$ cat src/rtl/lcd_bus_arbiter_pkg.sv
// lcd_arb_pkg: shared FSM states, default LCD timing and width helper for lcd_bus_arbiter
package lcd_arb_pkg;
  typedef enum logic [1:0] {IDLE, SETUP, PULSE, HOLD} lcd_arb_state_e;
  // Defaults for a 50 MHz clock (20 ns per cycle).
  localparam int DEF_T_SETUP = 2;
  localparam int DEF_T_PW    = 12;
  localparam int DEF_T_HOLD  = 2;
  // Bit width needed to index n items, never less than one bit.
  function automatic int lcd_arb_w(input int n);
    return n > 1 ? $clog2(n) : 1;
  endfunction
endpackage

$ cat src/rtl/lcd_bus_arbiter_if.sv
// lcd_bus_arbiter_if: requester handshake plus LCD pin bundle for lcd_bus_arbiter
interface lcd_bus_arbiter_if import lcd_arb_pkg::*; #(
  parameter int NUM_SRC = 2,
  parameter int DATA_W  = 8
) ();
  localparam int GW = lcd_arb_w(NUM_SRC);
  logic                      lock_src0;
  logic [NUM_SRC-1:0]        req;
  logic [NUM_SRC-1:0]        rs_in;
  logic [NUM_SRC-1:0]        rw_in;
  logic [NUM_SRC*DATA_W-1:0] data_in;
  logic [NUM_SRC-1:0]        ack;
  logic [DATA_W-1:0]         rd_data;
  logic                      busy;
  logic [GW-1:0]             grant_id;
  logic [DATA_W-1:0]         lcd_din;
  logic                      lcd_rs;
  logic                      lcd_rw;
  logic                      lcd_e;
  logic [DATA_W-1:0]         lcd_data;
  modport slave (
    input  lock_src0, req, rs_in, rw_in, data_in, lcd_din,
    output ack, rd_data, busy, grant_id, lcd_rs, lcd_rw, lcd_e, lcd_data
  );
  modport master (
    output lock_src0, req, rs_in, rw_in, data_in, lcd_din,
    input  ack, rd_data, busy, grant_id, lcd_rs, lcd_rw, lcd_e, lcd_data
  );
endinterface

$ cat src/rtl/lcd_bus_arbiter_pick.sv
// lcd_arb_pick: winner selection; LCD_ARB_ROUND_ROBIN_EN picks round-robin from ptr_i, else lowest index
module lcd_arb_pick #(
  parameter int NUM_SRC = 2,
  parameter int GW      = 1
) (
  input  logic [NUM_SRC-1:0] elig_i,
  input  logic [GW-1:0]      ptr_i,
  output logic               valid_o,
  output logic [GW-1:0]      win_o
);
  assign valid_o = |elig_i;
`ifdef LCD_ARB_ROUND_ROBIN_EN
  // Scan downward from ptr_i+N-1 so the first eligible index at or after ptr_i wins.
  always_comb begin
    win_o = '0;
    for (int k = NUM_SRC - 1; k >= 0; k--)
      if (elig_i[(int'(ptr_i) + k) % NUM_SRC]) win_o = GW'((int'(ptr_i) + k) % NUM_SRC);
  end
`else
  logic unused_ptr;
  assign unused_ptr = ^ptr_i;
  // Scan downward so the lowest eligible index wins.
  always_comb begin
    win_o = '0;
    for (int k = NUM_SRC - 1; k >= 0; k--)
      if (elig_i[k]) win_o = GW'(k);
  end
`endif
endmodule

$ cat src/rtl/lcd_bus_arbiter.sv
// lcd_bus_arbiter: grants one LCD requester at a time and sequences the E strobe (LCD_ARB_ROUND_ROBIN_EN in lcd_arb_pick)
module lcd_bus_arbiter import lcd_arb_pkg::*; #(
  parameter int NUM_SRC = 2,
  parameter int DATA_W  = 8,
  parameter int T_SETUP = DEF_T_SETUP,
  parameter int T_PW    = DEF_T_PW,
  parameter int T_HOLD  = DEF_T_HOLD
) (
  input  logic               clk,
  input  logic               rst_n,
  lcd_bus_arbiter_if.slave   bus
);
  localparam int GW = lcd_arb_w(NUM_SRC);
  localparam int CW = lcd_arb_w(T_SETUP + T_PW + T_HOLD);
  lcd_arb_state_e    state_q, state_d;
  logic [CW-1:0]     cnt_q, cnt_d;
  logic              rs_q, rs_d, rw_q, rw_d, e_q, e_d;
  logic [DATA_W-1:0] data_q, data_d, rd_q, rd_d;
  logic [GW-1:0]     gid_q, gid_d, ptr_q, ptr_d, win;
  logic              win_v;
  logic [NUM_SRC-1:0] elig;
  assign elig = bus.lock_src0 ? (bus.req & NUM_SRC'(1)) : bus.req;
  lcd_arb_pick #(.NUM_SRC(NUM_SRC), .GW(GW)) u_pick (
    .elig_i (elig),
    .ptr_i  (ptr_q),
    .valid_o(win_v),
    .win_o  (win)
  );
  // State, timing counter and latched bus registers; all clear on reset so the pins drop at once.
  always_ff @(posedge clk or negedge rst_n) begin
    if (!rst_n) begin
      state_q <= IDLE;
      cnt_q   <= '0;
      rs_q    <= 1'b0;
      rw_q    <= 1'b0;
      e_q     <= 1'b0;
      data_q  <= '0;
      rd_q    <= '0;
      gid_q   <= '0;
      ptr_q   <= '0;
    end else begin
      state_q <= state_d;
      cnt_q   <= cnt_d;
      rs_q    <= rs_d;
      rw_q    <= rw_d;
      e_q     <= e_d;
      data_q  <= data_d;
      rd_q    <= rd_d;
      gid_q   <= gid_d;
      ptr_q   <= ptr_d;
    end
  end
  // Next state: arbitrate in IDLE, otherwise count down and reload the counter on each state entry.
  always_comb begin
    state_d = state_q;
    cnt_d   = (state_q != IDLE && cnt_q != '0) ? cnt_q - CW'(1) : cnt_q;
    rs_d    = rs_q;
    rw_d    = rw_q;
    e_d     = e_q;
    data_d  = data_q;
    rd_d    = rd_q;
    gid_d   = gid_q;
    ptr_d   = ptr_q;
    case (state_q)
      IDLE: if (win_v) begin
        state_d = SETUP;
        cnt_d   = CW'(T_SETUP - 1);
        rs_d    = bus.rs_in[win];
        rw_d    = bus.rw_in[win];
        data_d  = bus.data_in[int'(win)*DATA_W +: DATA_W];
        gid_d   = win;
        ptr_d   = (win == GW'(NUM_SRC - 1)) ? '0 : win + GW'(1);
      end
      SETUP: if (cnt_q == '0) begin
        state_d = PULSE;
        cnt_d   = CW'(T_PW - 1);
        e_d     = 1'b1;
      end
      PULSE: if (cnt_q == '0) begin
        state_d = HOLD;
        cnt_d   = CW'(T_HOLD - 1);
        e_d     = 1'b0;
        rd_d    = rw_q ? bus.lcd_din : rd_q;
      end
      default: if (cnt_q == '0) state_d = IDLE;
    endcase
  end
  assign bus.ack      = (state_q == HOLD && cnt_q == '0) ? NUM_SRC'(1) << gid_q : '0;
  assign bus.busy     = state_q != IDLE;
  assign bus.grant_id = gid_q;
  assign bus.rd_data  = rd_q;
  assign bus.lcd_rs   = rs_q;
  assign bus.lcd_rw   = rw_q;
  assign bus.lcd_e    = e_q;
  assign bus.lcd_data = data_q;
endmodule
$ cat src/flat_wrapper.sv
// flat-port wrapper written by rule: the top's interface ports become plain ports
module lcd_bus_arbiter_flat import lcd_arb_pkg::*;
#(
  parameter int NUM_SRC = 2,
  parameter int DATA_W  = 8,
  parameter int T_SETUP = DEF_T_SETUP,
  parameter int T_PW    = DEF_T_PW,
  parameter int T_HOLD  = DEF_T_HOLD
)
  (clk, rst_n, bus_lock_src0, bus_req, bus_rs_in, bus_rw_in, bus_data_in, bus_lcd_din, bus_ack, bus_rd_data, bus_busy, bus_grant_id, bus_lcd_rs, bus_lcd_rw, bus_lcd_e, bus_lcd_data);
  lcd_bus_arbiter_if #(.NUM_SRC(NUM_SRC), .DATA_W(DATA_W)) bus_i ();
  input  logic clk;
  input  logic rst_n;
  input wire logic [$bits(bus_i.lock_src0)-1:0] bus_lock_src0;
  input wire logic [$bits(bus_i.req)-1:0] bus_req;
  input wire logic [$bits(bus_i.rs_in)-1:0] bus_rs_in;
  input wire logic [$bits(bus_i.rw_in)-1:0] bus_rw_in;
  input wire logic [$bits(bus_i.data_in)-1:0] bus_data_in;
  input wire logic [$bits(bus_i.lcd_din)-1:0] bus_lcd_din;
  output wire logic [$bits(bus_i.ack)-1:0] bus_ack;
  output wire logic [$bits(bus_i.rd_data)-1:0] bus_rd_data;
  output wire logic [$bits(bus_i.busy)-1:0] bus_busy;
  output wire logic [$bits(bus_i.grant_id)-1:0] bus_grant_id;
  output wire logic [$bits(bus_i.lcd_rs)-1:0] bus_lcd_rs;
  output wire logic [$bits(bus_i.lcd_rw)-1:0] bus_lcd_rw;
  output wire logic [$bits(bus_i.lcd_e)-1:0] bus_lcd_e;
  output wire logic [$bits(bus_i.lcd_data)-1:0] bus_lcd_data;
  assign bus_i.lock_src0 = bus_lock_src0;
  assign bus_i.req = bus_req;
  assign bus_i.rs_in = bus_rs_in;
  assign bus_i.rw_in = bus_rw_in;
  assign bus_i.data_in = bus_data_in;
  assign bus_i.lcd_din = bus_lcd_din;
  assign bus_ack = bus_i.ack;
  assign bus_rd_data = bus_i.rd_data;
  assign bus_busy = bus_i.busy;
  assign bus_grant_id = bus_i.grant_id;
  assign bus_lcd_rs = bus_i.lcd_rs;
  assign bus_lcd_rw = bus_i.lcd_rw;
  assign bus_lcd_e = bus_i.lcd_e;
  assign bus_lcd_data = bus_i.lcd_data;
  lcd_bus_arbiter #(.NUM_SRC(NUM_SRC), .DATA_W(DATA_W), .T_SETUP(T_SETUP), .T_PW(T_PW), .T_HOLD(T_HOLD)) u_core (.clk(clk), .rst_n(rst_n), .bus(bus_i));
endmodule
$ cat config.mk
export PLATFORM = sky130hd
export DESIGN_NAME = lcd_bus_arbiter_flat
export DESIGN_NICKNAME = d
export VERILOG_FILES = /design/src/rtl/lcd_bus_arbiter_pkg.sv /design/src/rtl/lcd_bus_arbiter_if.sv /design/src/rtl/lcd_bus_arbiter_pick.sv /design/src/rtl/lcd_bus_arbiter.sv /design/src/flat_wrapper.sv
export SDC_FILE = /design/constraint.sdc
export NUM_CORES = 1
export LEC_CHECK = 0
export BUFFER_PORTS_ARGS = -buffer_cell sky130_fd_sc_hd__buf_2
export CORE_MARGIN = 3
export CORE_UTILIZATION = 35
export CTS_BUF_LIST = sky130_fd_sc_hd__clkbuf_8 sky130_fd_sc_hd__clkbuf_16
export CTS_CLUSTER_SIZE = 25
export DETAILED_ROUTE_END_ITERATION = 6
export PLACE_DENSITY_LB_ADDON = 0.08
export SLEW_MARGIN = 5
export SYNTH_ARGS = -nofsm -noshare
export SYNTH_HDL_FRONTEND = slang
export SYNTH_HIERARCHICAL = 1
export SYNTH_SLANG_ARGS = --single-unit
$ cat constraint.sdc
create_clock -name clk -period 2.8 [get_ports clk]
set_input_delay 0.56 -clock clk [delete_from_list [all_inputs] [get_ports clk]]
set_output_delay 0.56 -clock clk [all_outputs]
set_load 0.01 [all_outputs]
==> impl_results.md <==
* Starting DRT DRC Count at 75
* Measured slew at the worst slew-check pin at 565 ps
* Share of cells above drive strength 1 at 0.401
* Fin area at 1760 sq um
* Vias in the first global route at 1,250
* Total wire length at ~3200 microns
* Post-cts gate resize count at 0
* Final setup violation count at 0
* GR Util All Layers at 0.134
* Sequential Area at 651 sq um
* Placed instance area at approximately 1700 sq um
* Final hold slack at 279 ps
* Critical path class: flop to primary output
* Via/cell ratio at between 5 and 6
* CTS tree: built
* PD cells at 1070 nW/um^2
* Starting Density at 0.372
* Worst-path maximum fanout at 13
* Post-Syn Area at 1390 sq um
* Worst EP arrival at ~1700 ps
* Port Buffers at 55
* Antenna violations before repair at 0
* Average instance area after synthesis at between 10 and 15 sq um
* Vias at approximately 1.2k
* Largest net degree at the start of global routing at 27
* RSZ-0062 raised after global routing: no
* Fin crit share at 0.822
* Final nets at about 230
* Sinks on the clock net at 26
* FMAX at about 430 MHz
* Startpoint Class: flop
* Clk slew on worst S/H paths at approximately 80 ps
* Lkg Pwr at 0.000849 uW
* TNS Setup at 0 ps
* Worst VDD drop at about 480 uV
* Total power at approximately 1900 uW
* Final Hold Viols at 0
* Clk_lat worst skew at approximately 260 ps
* # fillers at 416
* Run status: complete, no violations
* Setup Buffers After CTS at 0
* Final Max Tran Viols at 0
* Crit path time final at 2300 ps
* # placed instances at 232
* HP Class: primary input to asynchronous set/reset pin
* Root buf cell: clkbuf_8
* Area of the multi-input gates at around 690 sq um
* CP Capture Type: primary output
* Clock Skew at 6.29 ps
* # hold bufs at CTS at 0
* Die area at about 4800 sq um
* Ant. Diodes at 0
* Clock tree buffer depth at 2
* TritonCTS Buffers at 3
* Io pins at 56
* Yosys warns at 6
* Std cell rows at 22
* Finished Layout Cells at 235
* Mapped Cells at 133
* H-tree depth at 1
* Post-DP HPWL at 2480 microns
* Number of max-cap violations at 0
* First-pass GRT wire length at 5350 microns
* Core area at 3740 sq um
* Worst EP required at ~2200 ps
* DIE HEIGHT at between 60 and 70 microns
* Layout area overhead at 26.6%
* GP Congestion at 0.755
* Overflow after GRT at 0
* Die width at 69.1 microns
* Syn Nets at between 150 and 200
* DRC at 0
* Slew Limit Headroom at 0.623
* Initial DRT Pass Iterations at 4
* Routed len/inst at 13.4 microns
* Routed Antenna Nets at 0
==> placed cells by master, fill, tap and decap left out, types with 2 or more instances in the layout <==
cell / n
ha_1: 5
o22ai_1: 3
mux2_2: 9
buf_2: 55
mux2i_1: 11
nand4bb_1: 2
clkbuf_8: 3
a21oi_1: 6
o221ai_1: 2
nor2_1: 7
nand2_1: 14
nand2b_1: 2
nor2b_1: 3
inv_1: 6
o21ai_0: 12
dfrtp_1: 26
buf_4: 3
==> layout make-up <==
cell class / count / share of cell area
sequential: 26 / 0.369
timing repair buffer: 58 / 0.169
multi-input combinational: 94 / 0.392
tap: 48 / 0.0340
clock buffer: 3 / 0.0234
inverter: 6 / 0.0128
==> path summary, 6_finish.rpt <==
check / start / to / slack (ps) / cells past startpoint
min reg2reg: u_core/bus.lcd_data[2] / u_core/bus.lcd_data[2] / 490 / 2
max: u_core/cnt_q[0] / bus_ack[1] / 500 / 6
max reg2reg: u_core/state_q[1] / u_core/bus.lcd_data[3] / 940 / 5
min: rst_n / u_core/cnt_q[3] / 280 / 1
min in group clk: u_core/bus.lcd_data[2] / u_core/bus.lcd_data[2] / 490 / 2
max in group asynchronous: rst_n / u_core/bus.lcd_e / 2140 / 1
==> registers in the layout, summed over array words and instances, names as in the netlist <==
| name | count |
|---|---|
| u_core/bus.lcd_rw | 1 |
| u_core/state_q | 2 |
| u_core/bus.lcd_data | 8 |
| u_core/bus.rd_data | 8 |
| u_core/bus.lcd_e | 1 |
| u_core/bus.grant_id | 1 |
| u_core/bus.lcd_rs | 1 |
| u_core/cnt_q | 4 |
==> worst max-delay path: stages (launching register included) <==
cell and delay, ps:
dfrtp_1 410, inv_1 90, ha_1 270, nor3b_2 200, buf_4 210, and3_1 180, buf_2 130
==> routing by layer <==
metal / global-route usage / part of all wire
met1: 0.154 / 0.42
met2: 0.242 / 0.50
met3: 0.0321 / 0.059
met4: 0.0412 / 0.014
met5: 0 / 0
==> power breakdown <==
group          switching (uW)  total (uW)  internal (uW)
Clock                     105         201           96.1
Sequential                137         697            560
Combinational             528         985            457
Total                     769        1880           1110
==> per-stage QoR <==
| stage | utilization | setup slack, ps |
|---|---|---|
| after floorplan | - | 864 |
| after global placement | 0.460 | 877 |
| after detailed placement | 0.460 | 806 |
| after CTS | 0.471 | 497 |
| after global routing | 0.471 | 389 |
| final | 0.471 | 500 |
(Power assumes the default switching activity.)
